[config.mk]
export PLATFORM = sky130hd
export DESIGN_NAME = fetch_prefetch_unit
export DESIGN_NICKNAME = d
export VERILOG_FILES = /design/src/rtl/fetch_prefetch_unit_pkg.sv /design/src/rtl/fetch_prefetch_unit_fetch_queue.sv /design/src/rtl/fetch_prefetch_unit.sv
export SDC_FILE = /design/constraint.sdc
export NUM_CORES = 1
export LEC_CHECK = 0
export ABC_AREA = 0
export CORE_MARGIN = 1.5
export CORE_UTILIZATION = 50
export CTS_CLUSTER_SIZE = 16
export DETAILED_ROUTE_END_ITERATION = 8
export GPL_TIMING_DRIVEN = 1
export PLACE_DENSITY = 0.82
export SETUP_SLACK_MARGIN = 0.1
export SLEW_MARGIN = 0
export SYNTH_ARGS = -nofsm -noshare
export SYNTH_HDL_FRONTEND = slang
export SYNTH_SLANG_ARGS = --single-unit
[constraint.sdc]
create_clock -name CLK -period 5.5 [get_ports CLK]
set_input_delay 0.825 -clock CLK [delete_from_list [all_inputs] [get_ports CLK]]
set_output_delay 0.825 -clock CLK [all_outputs]
set_load 0.02 [all_outputs]
[src/rtl/fetch_prefetch_unit_pkg.sv]
// Shared defaults and the prefetch-queue entry layout for the fetch stage.
// Entries are packed as {instr, pcplus4}, with the instruction in the upper half.
package fetch_prefetch_unit_pkg;

   localparam int          XLEN_DEF     = 32;
   localparam int          PC_STEP_DEF  = 4;
   localparam logic [31:0] RESET_PC_DEF = 32'h0;

   typedef struct packed {
      logic [XLEN_DEF-1:0] instr;
      logic [XLEN_DEF-1:0] pcplus4;
   } fetch_entry_t;

   // Index width that stays legal when only one slot exists.
   function automatic int clog2_min1(input int n);
      return (n > 1) ? $clog2(n) : 1;
   endfunction

endpackage

[src/rtl/fetch_prefetch_unit_fetch_queue.sv]
// Synchronous FIFO for the prefetch queue.
// Reset zeroes the storage, so the head reads as zero until the first push.
module fetch_queue
   import fetch_prefetch_unit_pkg::*;
#(
   parameter int W     = 2 * XLEN_DEF,
   parameter int DEPTH = 4
) (
   input  logic                     clk,
   input  logic                     rst,
   input  logic                     flush,
   input  logic                     push,
   input  logic                     pop,
   input  logic [W-1:0]             wdata,
   output logic [W-1:0]             rdata,
   output logic [$clog2(DEPTH):0]   count,
   output logic                     empty
);

   localparam int AW = $clog2(DEPTH);
   localparam int CW = AW + 1;

   logic [W-1:0]  mem [DEPTH];
   logic [AW-1:0] wr_ptr;
   logic [AW-1:0] rd_ptr;

   always_ff @(posedge clk) begin
      if (rst) begin
         wr_ptr <= '0;
         rd_ptr <= '0;
         count  <= '0;
         for (int i = 0; i < DEPTH; i++) mem[i] <= '0;
      end else if (flush) begin
         wr_ptr <= '0;
         rd_ptr <= '0;
         count  <= '0;
      end else begin
         if (push) begin
            mem[wr_ptr] <= wdata;
            wr_ptr      <= wr_ptr + AW'(1);
         end
         if (pop) rd_ptr <= rd_ptr + AW'(1);
         count <= count + CW'(push) - CW'(pop);
      end
   end

   assign rdata = mem[rd_ptr];
   assign empty = (count == '0);

endmodule

[src/rtl/fetch_prefetch_unit.sv]
// Instruction-fetch stage: owns the PC, issues in-order requests to a variable-latency
// memory and hands buffered words to decode through a small prefetch queue.
module fetch_prefetch_unit
   import fetch_prefetch_unit_pkg::*;
#(
   parameter int              XLEN     = XLEN_DEF,
   parameter int              DEPTH    = 4,
   parameter int              MAX_OUT  = 2,
   parameter logic [XLEN-1:0] RESET_PC = XLEN'(RESET_PC_DEF),
   parameter int              PC_STEP  = PC_STEP_DEF
) (
   input  logic            CLK,
   input  logic            reset,
   input  logic            PCsrc,
   input  logic [XLEN-1:0] pcBranch,
   input  logic            stallD,
   output logic            imem_req,
   output logic [XLEN-1:0] imem_addr,
   input  logic            imem_ready,
   input  logic            imem_rvalid,
   input  logic [XLEN-1:0] imem_rdata,
   output logic            validD,
   output logic [XLEN-1:0] instructionD,
   output logic [XLEN-1:0] pcplus4D
);

   localparam int              OW   = $clog2(MAX_OUT + 1);
   localparam int              TW   = clog2_min1(MAX_OUT);
   localparam int              CW   = $clog2(DEPTH) + 1;
   localparam logic [XLEN-1:0] STEP = XLEN'(PC_STEP);

   logic [XLEN-1:0]   pc;
   logic [OW-1:0]     outstanding;
   logic [OW-1:0]     discard;
   logic [XLEN-1:0]   tags [MAX_OUT];
   logic [TW-1:0]     tag_wr;
   logic [TW-1:0]     tag_rd;
   logic [CW-1:0]     count;
   logic              empty;
   logic [2*XLEN-1:0] head;
   logic              accept;
   logic              push;
   logic              pop;

   function automatic logic [TW-1:0] tag_next(input logic [TW-1:0] p);
      return (int'(p) == MAX_OUT - 1) ? '0 : p + TW'(1);
   endfunction

   // Queue slots are reserved at issue time, so a response can never find the queue full.
   assign imem_req  = !reset && !PCsrc && (int'(outstanding) < MAX_OUT) &&
                      (int'(outstanding) + int'(count) < DEPTH);
   assign imem_addr = pc;
   assign accept    = imem_req && imem_ready;
   assign push      = imem_rvalid && (discard == '0) && !PCsrc;
   assign pop       = !empty && !stallD && !PCsrc;

   always_ff @(posedge CLK) begin
      if (reset) begin
         pc          <= RESET_PC;
         outstanding <= '0;
         discard     <= '0;
         tag_wr      <= '0;
         tag_rd      <= '0;
      end else begin
         if (PCsrc)       pc <= pcBranch;
         else if (accept) pc <= pc + STEP;
         outstanding <= outstanding + OW'(accept) - OW'(imem_rvalid);
         // Everything still in flight at a redirect belongs to the old path.
         if (PCsrc)                             discard <= outstanding - OW'(imem_rvalid);
         else if (imem_rvalid && discard != '0) discard <= discard - OW'(1);
         if (accept)      tag_wr <= tag_next(tag_wr);
         if (imem_rvalid) tag_rd <= tag_next(tag_rd);
      end
   end

   always_ff @(posedge CLK) begin
      if (accept) tags[tag_wr] <= pc;
   end

   fetch_queue #(
      .W     (2 * XLEN),
      .DEPTH (DEPTH)
   ) u_queue (
      .clk   (CLK),
      .rst   (reset),
      .flush (PCsrc),
      .push  (push),
      .pop   (pop),
      .wdata ({imem_rdata, tags[tag_rd] + STEP}),
      .rdata (head),
      .count (count),
      .empty (empty)
   );

   assign validD       = !empty;
   assign instructionD = head[2*XLEN-1:XLEN];
   assign pcplus4D     = head[XLEN-1:0];

endmodule

; ---- Word-level counts from Yosys, hierarchy flattened
; Memories as Yosys holds them, arrays and structs flattened. A register that Yosys moved wholly into a read port is not among the register bits.
; Index checks and enable logic that the tools add are counted.
[totals]
reg_bits = 45
latchBits = 0
ram_bits = 320
romBits = 0
input_bits = 70
out_inout_bits = 98
mem_count = 2
[op_classes]
add_sub_neg = 13
multipliers = 0
div_mod_pow = 0
magnitude_cmp = 2
n_eq_ne = 0
shift = 0
mux = 21
n_bitwise = 0
reduce_logical = 20
[memory_table]
columns = memory, depth, width, read_ports, rd_clocked_by_memory_dff, write_ports, line_no
row1 = u_queue.mem, 4, 64, 1, 1, 4, fetch_prefetch_unit_fetch_queue.sv:23  ; logic [W-1:0] mem [DEPTH];
row2 = tags, 2, 32, 1, 1, 1, fetch_prefetch_unit.sv:35  ; logic [XLEN-1:0] tags [MAX_OUT];
[op_table]
columns = operator, n
row1 = $add 32x3->32 const B, 2
row2 = $mux 32, 2
row3 = $mux 64, 1
row4 = $reduce_or 64->1, 1
row5 = $mux 1, 13
row6 = $mux 2, 5
row7 = $logic_and 1x1->1, 9
row8 = $reduce_bool 2->1, 3
row9 = $add 2x1->2 const B, 2
row10 = $add 2x3->4, 1
row11 = $logic_not 1->1, 4
row12 = $lt 4x3->1 const B, 1
row13 = $sub 2x1->2, 2
row14 = $add 3x1->3, 1
row15 = $logic_not 3->1, 1
row16 = $sub 3x1->3, 1
row17 = $add 1x1->1 const B, 2
row18 = $add 2x1->2, 1
row19 = $logic_not 2->1, 1
row20 = $lt 2x2->1 const B, 1
row21 = $reduce_or 2->1, 1
row22 = $sub 2x1->2 const B, 1

; ---- Longest topological paths before layout
; Gate-level depths: netlist (run 1).
[logic_depth]
word_depth = 9
mapped_depth = 13

; ---- By module
; A second synthesis (run 1) with hierarchy kept.
[hier_totals]
cells_unflattened = 1243
area_unflattened_um2 = 16672.2
[by_module_without_submodules]
columns = mod, instances, cells_per_inst, area_each_um2
row1 = fetch_queue, 1, 735, 11207.0
row2 = fetch_prefetch_unit, 1, 508, 5465.2

; ---- Worst setup path before layout (run 1)
; Ideal clock, no wire load.
[synth_path]
kind = input -> register
start = input reset
end = memory u_queue.mem[0][0] in the netlist's numbering, enable pin
arrival_time_ns = 3.255
path_slack_ns = 1.813
stages = 5
cell_sequence = buf_2 > or2_1 > or3_1 > clkbuf_1 > nand2b_1
[synth_lines]
columns = element, line_no
row1 = from (decl), fetch_prefetch_unit.sv:13  ; input logic reset,
row2 = to (decl), fetch_prefetch_unit_fetch_queue.sv:23

==> results of run 1 <==
-- placed cells by master, fill, tap and decap left out, drive strengths merged, types with 9 or more instances in the layout --
| master | synthesis | routed |
|---|---|---|
| a211oi | 10 | 10 |
| a22oi | 10 | 10 |
| nor2 | 140 | 140 |
| clkinv | 0 | 15 |
| dfxtp | 48 | 48 |
| nand4 | 36 | 36 |
| mux2i | 45 | 45 |
| ha | 9 | 9 |
| edfxtp | 320 | 320 |
| inv | 35 | 39 |
| mux4 | 64 | 64 |
| a21oi | 22 | 22 |
| or3 | 9 | 9 |
| nand2 | 98 | 98 |
| clkdlybuf4s50 | 0 | 167 |
| clkbuf | 49 | 49 |
| nand3 | 26 | 26 |
| xor2 | 13 | 13 |
| buf | 22 | 18 |
| xnor2 | 23 | 23 |
| mux2 | 11 | 11 |
| nand4b | 9 | 9 |
| and2 | 111 | 111 |
| a31oi | 13 | 13 |
| o21ai | 21 | 21 |
| nor3 | 32 | 32 |
-- critical path, stage by stage, from the launching register on --
cell and delay, ns:
dfxtp_4 0.88, buf_4 0.43, mux4_2 0.60, clkdlybuf4s50_1 0.58
-- stage by stage --
stage	instances	setup slack, ns	hold WS [ns]	util	instance area, µm²
final	1877	1.62	0.517	0.603	20100
after floorplan	1246	1.81	0.480	-	16900
after global routing	1877	1.45	0.540	0.603	20100
after CTS	1877	1.53	0.518	0.603	20100
after global placement	1808	1.63	0.499	0.569	19000
after detailed placement	1808	1.60	0.501	0.569	19000
-- power by group through the flow --
stage	logic, mW	registers, mW	clock network, mW
floorplan	0.335	3.29	0
global placement	0.577	3.30	0
detailed placement	0.585	3.31	0
CTS	0.590	3.25	2.39
global route	0.626	3.27	2.50
finish	0.588	3.26	2.38
-- cell families (layout without fill, tap and decap cells) --
group,count (synthesis),in the layout,share of synthesized area
buffers and inverters,106,289,0.0268
DFF,368,368,0.626
xor gates and xnor gates,36,36,0.0187
muxes,120,120,0.119
AOI/OAI and AO/OA,102,102,0.0430
and+or+nand+nor,504,504,0.158
adders and majority gates,10,10,0.00785
-- registers in the layout, indices dropped and copies added (netlist names), named ones only --
| register | count |
|---|---|
| discard | 2 |
| imem_addr | 32 |
| outstanding | 2 |
| tag_rd | 1 |
| tag_wr | 1 |
| tags | 64 |
| u_queue.count | 3 |
| u_queue.mem | 256 |
| u_queue.rd_ptr | 2 |
| u_queue.wr_ptr | 2 |
-- path summary, 6_finish.rpt --
| kind | startpoint | endpoint | slack (ns) | cells past startpoint |
|---|---|---|---|---|
| worst max-delay path | flip-flop | pcplus4D[29] | 1.62 | 3 |
| worst min-delay path | tag_rd | tag_rd | 0.52 | 2 |
| worst max register to register | flip-flop | u_queue.mem[0][24] | 1.73 | 6 |
| worst min register to register | tag_rd | tag_rd | 0.52 | 2 |
-- final cells by class --
cell class,instances,area [µm²],area share
Clock buffer,49,1010,0.0503
Timing Repair Buffer,185,1810,0.0898
Sequential cell,368,10600,0.526
Tap cell,448,561,0.0279
Inverter,35,131,0.00653
Multi-Input combinational cell,772,5910,0.294
Clock inverter,20,121,0.00603
-- layer usage --
layer,global-route usage,share of wire,up-vias
met3,0.0344,0.077,80
met4,0.0645,0.024,0
met5,0,0,-
met2,0.372,0.49,531
met1,0.304,0.41,5484
li1,-,-,4978
==> results_dict.tcl, run 1 <==
set metrics [dict create \
    worstSetupStartpointType "flip-flop" \
    syn_area_mm2 0.0169 \
    io_buffers 167 \
    end_kind "output port" \
    clock_sinks 368 \
    grt_pass1_wl_um 60900 \
    die_area_mm2 0.0349 \
    p_int_mw 4.74 \
    rsz0062_at_grt "no" \
    drive_gt1_frac 0.129 \
    netlist_top_cells_area "edfxtp_1 57%, mux4_2 8.5%, dfxtp_1 5.7%, and2_1 4.1%, nor2_1 3.1%" \
    grt_use_total 0.223 \
    finalClockSkew_ns 0.0193 \
    num_io_pins 168 \
    pwr-share-clk 0.382 \
    area_delta_synth_final_pct 19.2 \
    total_leakage_power_nw 7.11 \
    post-route-min-period_ns 3.88 \
    ir_drop_v 0.000178 \
    fillers 2531 \
    htree_levels 2 \
    timing_hold_violations_final 0 \
    cts-buffers-inserted 38 \
    finalWirelength_um 39300 \
    yosysMostFrequentCell "edfxtp_1" \
    drt_pass1_iterations 5 \
    yosysTopAreaCell "edfxtp_1" \
    power.density_mw_per_mm2 309 \
    grt_antenna_before_repair 0 \
    crit_arrival_ns 3.06 \
    grt_overflow 0 \
    vias_per_cell 5.90 \
    grt_max_degree 65 \
    synthCells 1246 \
    synth_edf_count 320 \
    ys_seq_elements 368 \
    clkTransAtPathRegs_ns 0.06 \
    nets 1480 \
    vias 11100 \
    synth_cell_types 70 \
    hold_class "reg -> reg" \
    clock.fmax_mhz 258 \
    wl_per_cell_um 20.9 \
    netlist_top_cells_count "320 x edfxtp_1, 139 x nor2_1, 110 x and2_1, 97 x nand2_1, 64 x mux4_2" \
    row_count 67 \
    status "complete, no violations" \
    setup_tns_ns 0 \
    p_comb_frac 0.095 \
    switching_power_mw 1.48 \
    cts_buffer_depth 3 \
    dp_hpwl_um 24500 \
    grt_pass1_vias 10900 \
    avgSynthCellArea_um2 13.6 \
    cts-root-buf "clkbuf_16" \
    slew_headroom 0.238 \
    post_cts_resized 0 \
    path_max_fanout 39 \
    synthArstFlopShare 0 \
    p_seq_frac 0.523 \
    maxCapViolCount 0 \
    synth_ff_type "edfxtp_1" \
    start_util 0.506 \
    setup_viol 0 \
    seq_area_frac_synth 0.626 \
    die_h_um 187 \
    slew_viol_final 0 \
    finalPower_mw 6.22 \
    drt_drc_violations_left 0 \
    worstMarginPinSlew_ns 1.14 \
    worstSetupPathType "reg -> out" \
    synth_top_area_frac 0.569 \
    synth_fp_nets 1326 \
    drt_iter0_drc 1049 \
    required_ns 4.68 \
    antennaDiodeCount 0 \
    gp_congestion 0.823 \
    coreArea_mm2 0.0334 \
    post_cts_buffers 0 \
    postRouteAntennaNets 0 \
    die_x_um 187 \
    fin_crit_sh 0.706 \
    tritoncts "yes" \
    clock_latency_ns 0.53 \
    synth_warnings 0 \
    power.share.switching 0.238 \
    cts_hold_buf 0 \
]
(Power assumes the default switching activity.)
==> run 2: changes to the inputs <==
==> constraint.sdc (replaced) <==
create_clock -name CLK -period 3.76 [get_ports CLK]
set_input_delay 0.564 -clock CLK [delete_from_list [all_inputs] [get_ports CLK]]
set_output_delay 0.564 -clock CLK [all_outputs]
set_load 0.02 [all_outputs]
==> results_dict.tcl, run 2 (synthesis gave the netlist of run 1 again) <==
set metrics [dict create \
    finalWorstSetupSlack_ns 0.523 \
    grt_pass1_vias 11000 \
    grt_max_degree 53 \
    rsz0062_at_grt "no" \
    clock_latency_ns 0.53 \
    htree_levels 2 \
    nets 1502 \
    wl_per_cell_um 20.0 \
    finalPower_mw 9.19 \
    cts_hold_buf 0 \
    die_x_um 187 \
    critPathSlowestCell "dfxtp_4" \
    power.density_mw_per_mm2 450 \
    dp_slack_ns 0.710 \
    largest_reg_flops 256 \
    grt_use_total 0.217 \
    hold_depth 0 \
    die_area_mm2 0.0349 \
    finalClockSkew_ns 0.0197 \
    place_area_mm2 0.0192 \
    cts-buffers-inserted 38 \
    vias_per_cell 5.79 \
    io_buffers 167 \
    fin_util 0.612 \
    post-route-min-period_ns 3.24 \
    drt_pass1_iterations 5 \
    drt_drc_violations_left 0 \
    crit_chain "buf_12 > mux4_2 > clkdlybuf4s50_1" \
    setup_tns_ns 0 \
    clkTransAtPathRegs_ns 0.06 \
    timing_hold_violations_final 0 \
    dp_hpwl_um 24900 \
    vias 11000 \
    slew_viol_final 0 \
    ir_drop_v 0.000288 \
    row_count 67 \
    clock_sinks 368 \
    path_max_fanout 26 \
    timing.hold.ws_ns 0.521 \
    path_buf_inv 2 \
    crit_arrival_ns 2.67 \
    cp_num_cells 3 \
    worstSetupPathType "reg -> out" \
    fin_crit_sh 0.861 \
    clock.fmax_mhz 309 \
    cts-root-buf "clkbuf_16" \
    die_h_um 187 \
    reg2reg_depth 7 \
    num_io_pins 168 \
    final_common_cell "edfxtp_1" \
    maxCapViolCount 0 \
    coreArea_mm2 0.0334 \
    total_leakage_power_nw 7.25 \
    postRouteAntennaNets 0 \
    tritoncts "yes" \
    layout_common_cells "320 x edfxtp_1, 167 x clkdlybuf4s50_1, 134 x nor2_1" \
    fin_cells 1899 \
    grt_antenna_before_repair 0 \
    finalWirelength_um 38000 \
    cts_buffer_depth 3 \
    post_cts_buffers 0 \
    start_util 0.506 \
    setup_viol 0 \
    required_ns 3.20 \
    area_delta_synth_final_pct 20.9 \
    status "complete, no violations" \
    cp_top_family "buffers and inverters" \
    post_cts_resized 0 \
    fin_area_mm2 0.0204 \
    drive_gt1_frac 0.143 \
    drt_iter0_drc 930 \
    place_inst 1830 \
    critPathMaxStageDelay_ns 0.72 \
    hold_class "reg -> reg" \
    grt_overflow 0 \
    regMostFlops "u_queue.mem" \
    gp_congestion 0.874 \
    worstMarginPinSlew_ns 0.806 \
    grt_pass1_wl_um 60100 \
    worstSetupStartpointType "flip-flop" \
    slew_headroom 0.447 \
    end_kind "output port" \
    antennaDiodeCount 0 \
]
## run 2: changes by cell type in the layout (fill, tap and decap cells not counted)
cell        previous run  this run
clkinvlp_4             1         2
clkbuf_8               2         0
bufinv_16              0         2
clkinv_2               8         6
buf_4                 18        33
buf_12                 0         7
clkinv_4               0         1
## run 2: cell type report
type	instances	area (µm²)
fill	2460	13000
multi-input combinational	772	5910
clock inverter	22	188
tap	448	561
inverter	35	131
timing repair buffer	207	2060
sequential	368	10600
clock buffer	47	985
## run 2: per-layer routing
layer  track usage  vias up  wire length [µm]
met3        0.0271       81              2570
met2         0.360      491             18400
li1              -     5036                 -
met4        0.0754        0              1000
met1         0.297     5395             16000
met5             0        -                 0
## run 2: final timing paths
check	end	slack (ns)	startpoint
worst max-delay path	pcplus4D[31]	0.52	flip-flop
worst max register to register	u_queue.mem[1][28]	0.84	tags[0][2]
worst min register to register	tags[0][1]	0.52	imem_addr[1]
worst min-delay path	tags[0][1]	0.52	imem_addr[1]
## run 2: power breakdown
part           internal, mW  switching (mW)
Clock                  2.02            1.54
Combinational         0.397           0.492
Sequential             4.63           0.113
Total                  7.05            2.14
## run 2: worst reg2reg max path, cell delays in order, from the launching register on
cell,delay [ns]
edfxtp_1,0.41
mux2_2,0.25
ha_1,0.23
nand4b_1,0.19
a22oi_2,0.60
and4_1,0.54
nand4_2,0.25
mux2i_1,0.20
==> run 3: changes to the inputs <==
--- a/config.mk
+++ b/config.mk
@@ -12,6 +12,7 @@
 export DETAILED_ROUTE_END_ITERATION = 8
 export GPL_TIMING_DRIVEN = 1
 export PLACE_DENSITY = 0.82
+export REMOVE_ABC_BUFFERS = 1
 export SETUP_SLACK_MARGIN = 0.1
 export SLEW_MARGIN = 0
 export SYNTH_ARGS = -nofsm -noshare
==> results_dict.tcl, run 3 (synthesis gave the netlist of run 1 again) <==
set metrics [dict create \
    status "complete, no violations" \
    num_io_pins 168 \
    place_area_mm2 0.0192 \
    power.density_mw_per_mm2 449 \
    hold_class "reg -> reg" \
    largest_reg_flops 256 \
    wl_per_cell_um 20.2 \
    ff2ff_setup_slack_ns 0.78 \
    reg2reg_depth 7 \
    worstSetupStartpointType "flip-flop" \
    worstMarginPinSlew_ns 0.759 \
    die_area_mm2 0.0349 \
    grt_antenna_before_repair 0 \
    grt_pass1_wl_um 60800 \
    clkTransAtPathRegs_ns 0.06 \
    grt_pass1_vias 10900 \
    die_h_um 187 \
    drt_pass1_iterations 5 \
    required_ns 3.20 \
    finalClockSkew_ns 0.0147 \
    total_leakage_power_nw 7.26 \
    setup_tns_ns 0 \
    p_int_mw 7.07 \
    timing_hold_violations_final 0 \
    grt_max_degree 65 \
    start_util 0.506 \
    antennaDiodeCount 0 \
    crit_arrival_ns 2.62 \
    finalWirelength_um 38300 \
    tritoncts "yes" \
    clock_latency_ns 0.52 \
    post-route-min-period_ns 3.18 \
    fin_area_mm2 0.0204 \
    rsz0062_at_grt "no" \
    p_seq_frac 0.518 \
    post_cts_resized 0 \
    vias 10900 \
    reg2reg_to "u_queue.mem[0][26]" \
    path_max_fanout 17 \
    ir_drop_v 0.000296 \
    slew_viol_final 0 \
    clock_sinks 368 \
    drt_iter0_drc 1088 \
    cts_hold_buf 0 \
    cts-buffers-inserted 38 \
    clock.fmax_mhz 314 \
    fillers 2504 \
    regMostFlops "u_queue.mem" \
    post_cts_buffers 0 \
    coreArea_mm2 0.0334 \
    htree_levels 2 \
    drive_gt1_frac 0.143 \
    vias_per_cell 5.76 \
    die_x_um 187 \
    gp_congestion 0.847 \
    postRouteAntennaNets 0 \
    nets 1502 \
    layout_common_cells "320 x edfxtp_1, 167 x clkdlybuf4s50_1, 134 x nor2_1" \
    switching_power_mw 2.10 \
    cts_buffer_depth 3 \
    dp_hpwl_um 24900 \
    whs_endpoint "tags[1][0]" \
    end_kind "output port" \
    row_count 67 \
    grt_overflow 0 \
    grt_use_total 0.222 \
    hold_depth 0 \
    fin_util 0.612 \
    worstSetupPathType "reg -> out" \
    final_common_cell "edfxtp_1" \
    io_buffers 167 \
    cts-root-buf "clkbuf_16" \
    fin_crit_sh 0.847 \
    maxCapViolCount 0 \
    setup_viol 0 \
    area_delta_synth_final_pct 20.8 \
    min-delay-start "imem_addr[0]" \
    drt_drc_violations_left 0 \
    pwr-share-clk 0.385 \
    p_comb_frac 0.097 \
    power.share.switching 0.229 \
    slew_headroom 0.480 \
]
run 3: cell types whose count changed in the layout (fill, tap and decap cells not counted), moves of 2 or more:
cell	previous run	this run
bufinv_16	2	0
clkbuf_8	0	3
inv_6	4	1
clkbuf_16	38	41
clkbuf_1	9	7
run 3: worst max-delay path by stage:
stage,cells after the start,slack [ns],end
2_1_floorplan,7,-0.33,u_queue.mem[0][28]
3_3_place_gp,5,0.83,u_queue.mem[1][55]
3_5_place_dp,10,0.80,u_queue.count[2]
4_1_cts,3,0.54,pcplus4D[19]
5_1_grt,3,0.46,pcplus4D[18]
6_report,3,0.58,pcplus4D[18]
run 3: stage by stage:
| stage | power (mW) | setup WS [ns] | hold slack (ns) | std cells |
|---|---|---|---|---|
| 6_report | 9.17 | 0.575 | 0.525 | 1896 |
| 5_1_grt | 9.46 | 0.459 | 0.543 | 1896 |
| 4_1_cts | 9.21 | 0.538 | 0.530 | 1896 |
| 3_5_place_dp | 5.72 | 0.801 | 0.516 | 1830 |
| 3_3_place_gp | 5.68 | 0.829 | 0.507 | 1830 |
| 2_1_floorplan | 5.28 | -0.332 | 0.480 | 1175 |
run 3: layout make-up:
class / instances / area, µm² / share of cell area
inverter: 35 / 131 / 0.00644
timing repair buffer: 207 / 2050 / 0.100
clock inverter: 15 / 76.3 / 0.00374
multi-input combinational: 772 / 5920 / 0.290
sequential: 368 / 10600 / 0.518
clock buffer: 51 / 1090 / 0.0536
tap: 448 / 561 / 0.0275
run 3: power groups by stage:
stage	clock, mW	combinational [mW]	sequential, mW
floorplan	0	0.444	4.84
global placement	0	0.873	4.81
detailed placement	0	0.887	4.83
CTS	3.58	0.893	4.74
global route	3.74	0.954	4.76
finish	3.53	0.888	4.74
run 3: critical path: stages, from the launching register on:
cell and delay (ns):
dfxtp_4 0.58, buf_4 0.32, mux4_2 0.56, clkdlybuf4s50_1 0.62
run 3: per-layer routing:
metal,vias up,share of wire,track usage
met4,0,0.023,0.0614
li1,5018,-,-
met2,510,0.49,0.371
met3,60,0.078,0.0337
met1,5332,0.41,0.305
met5,-,0,0
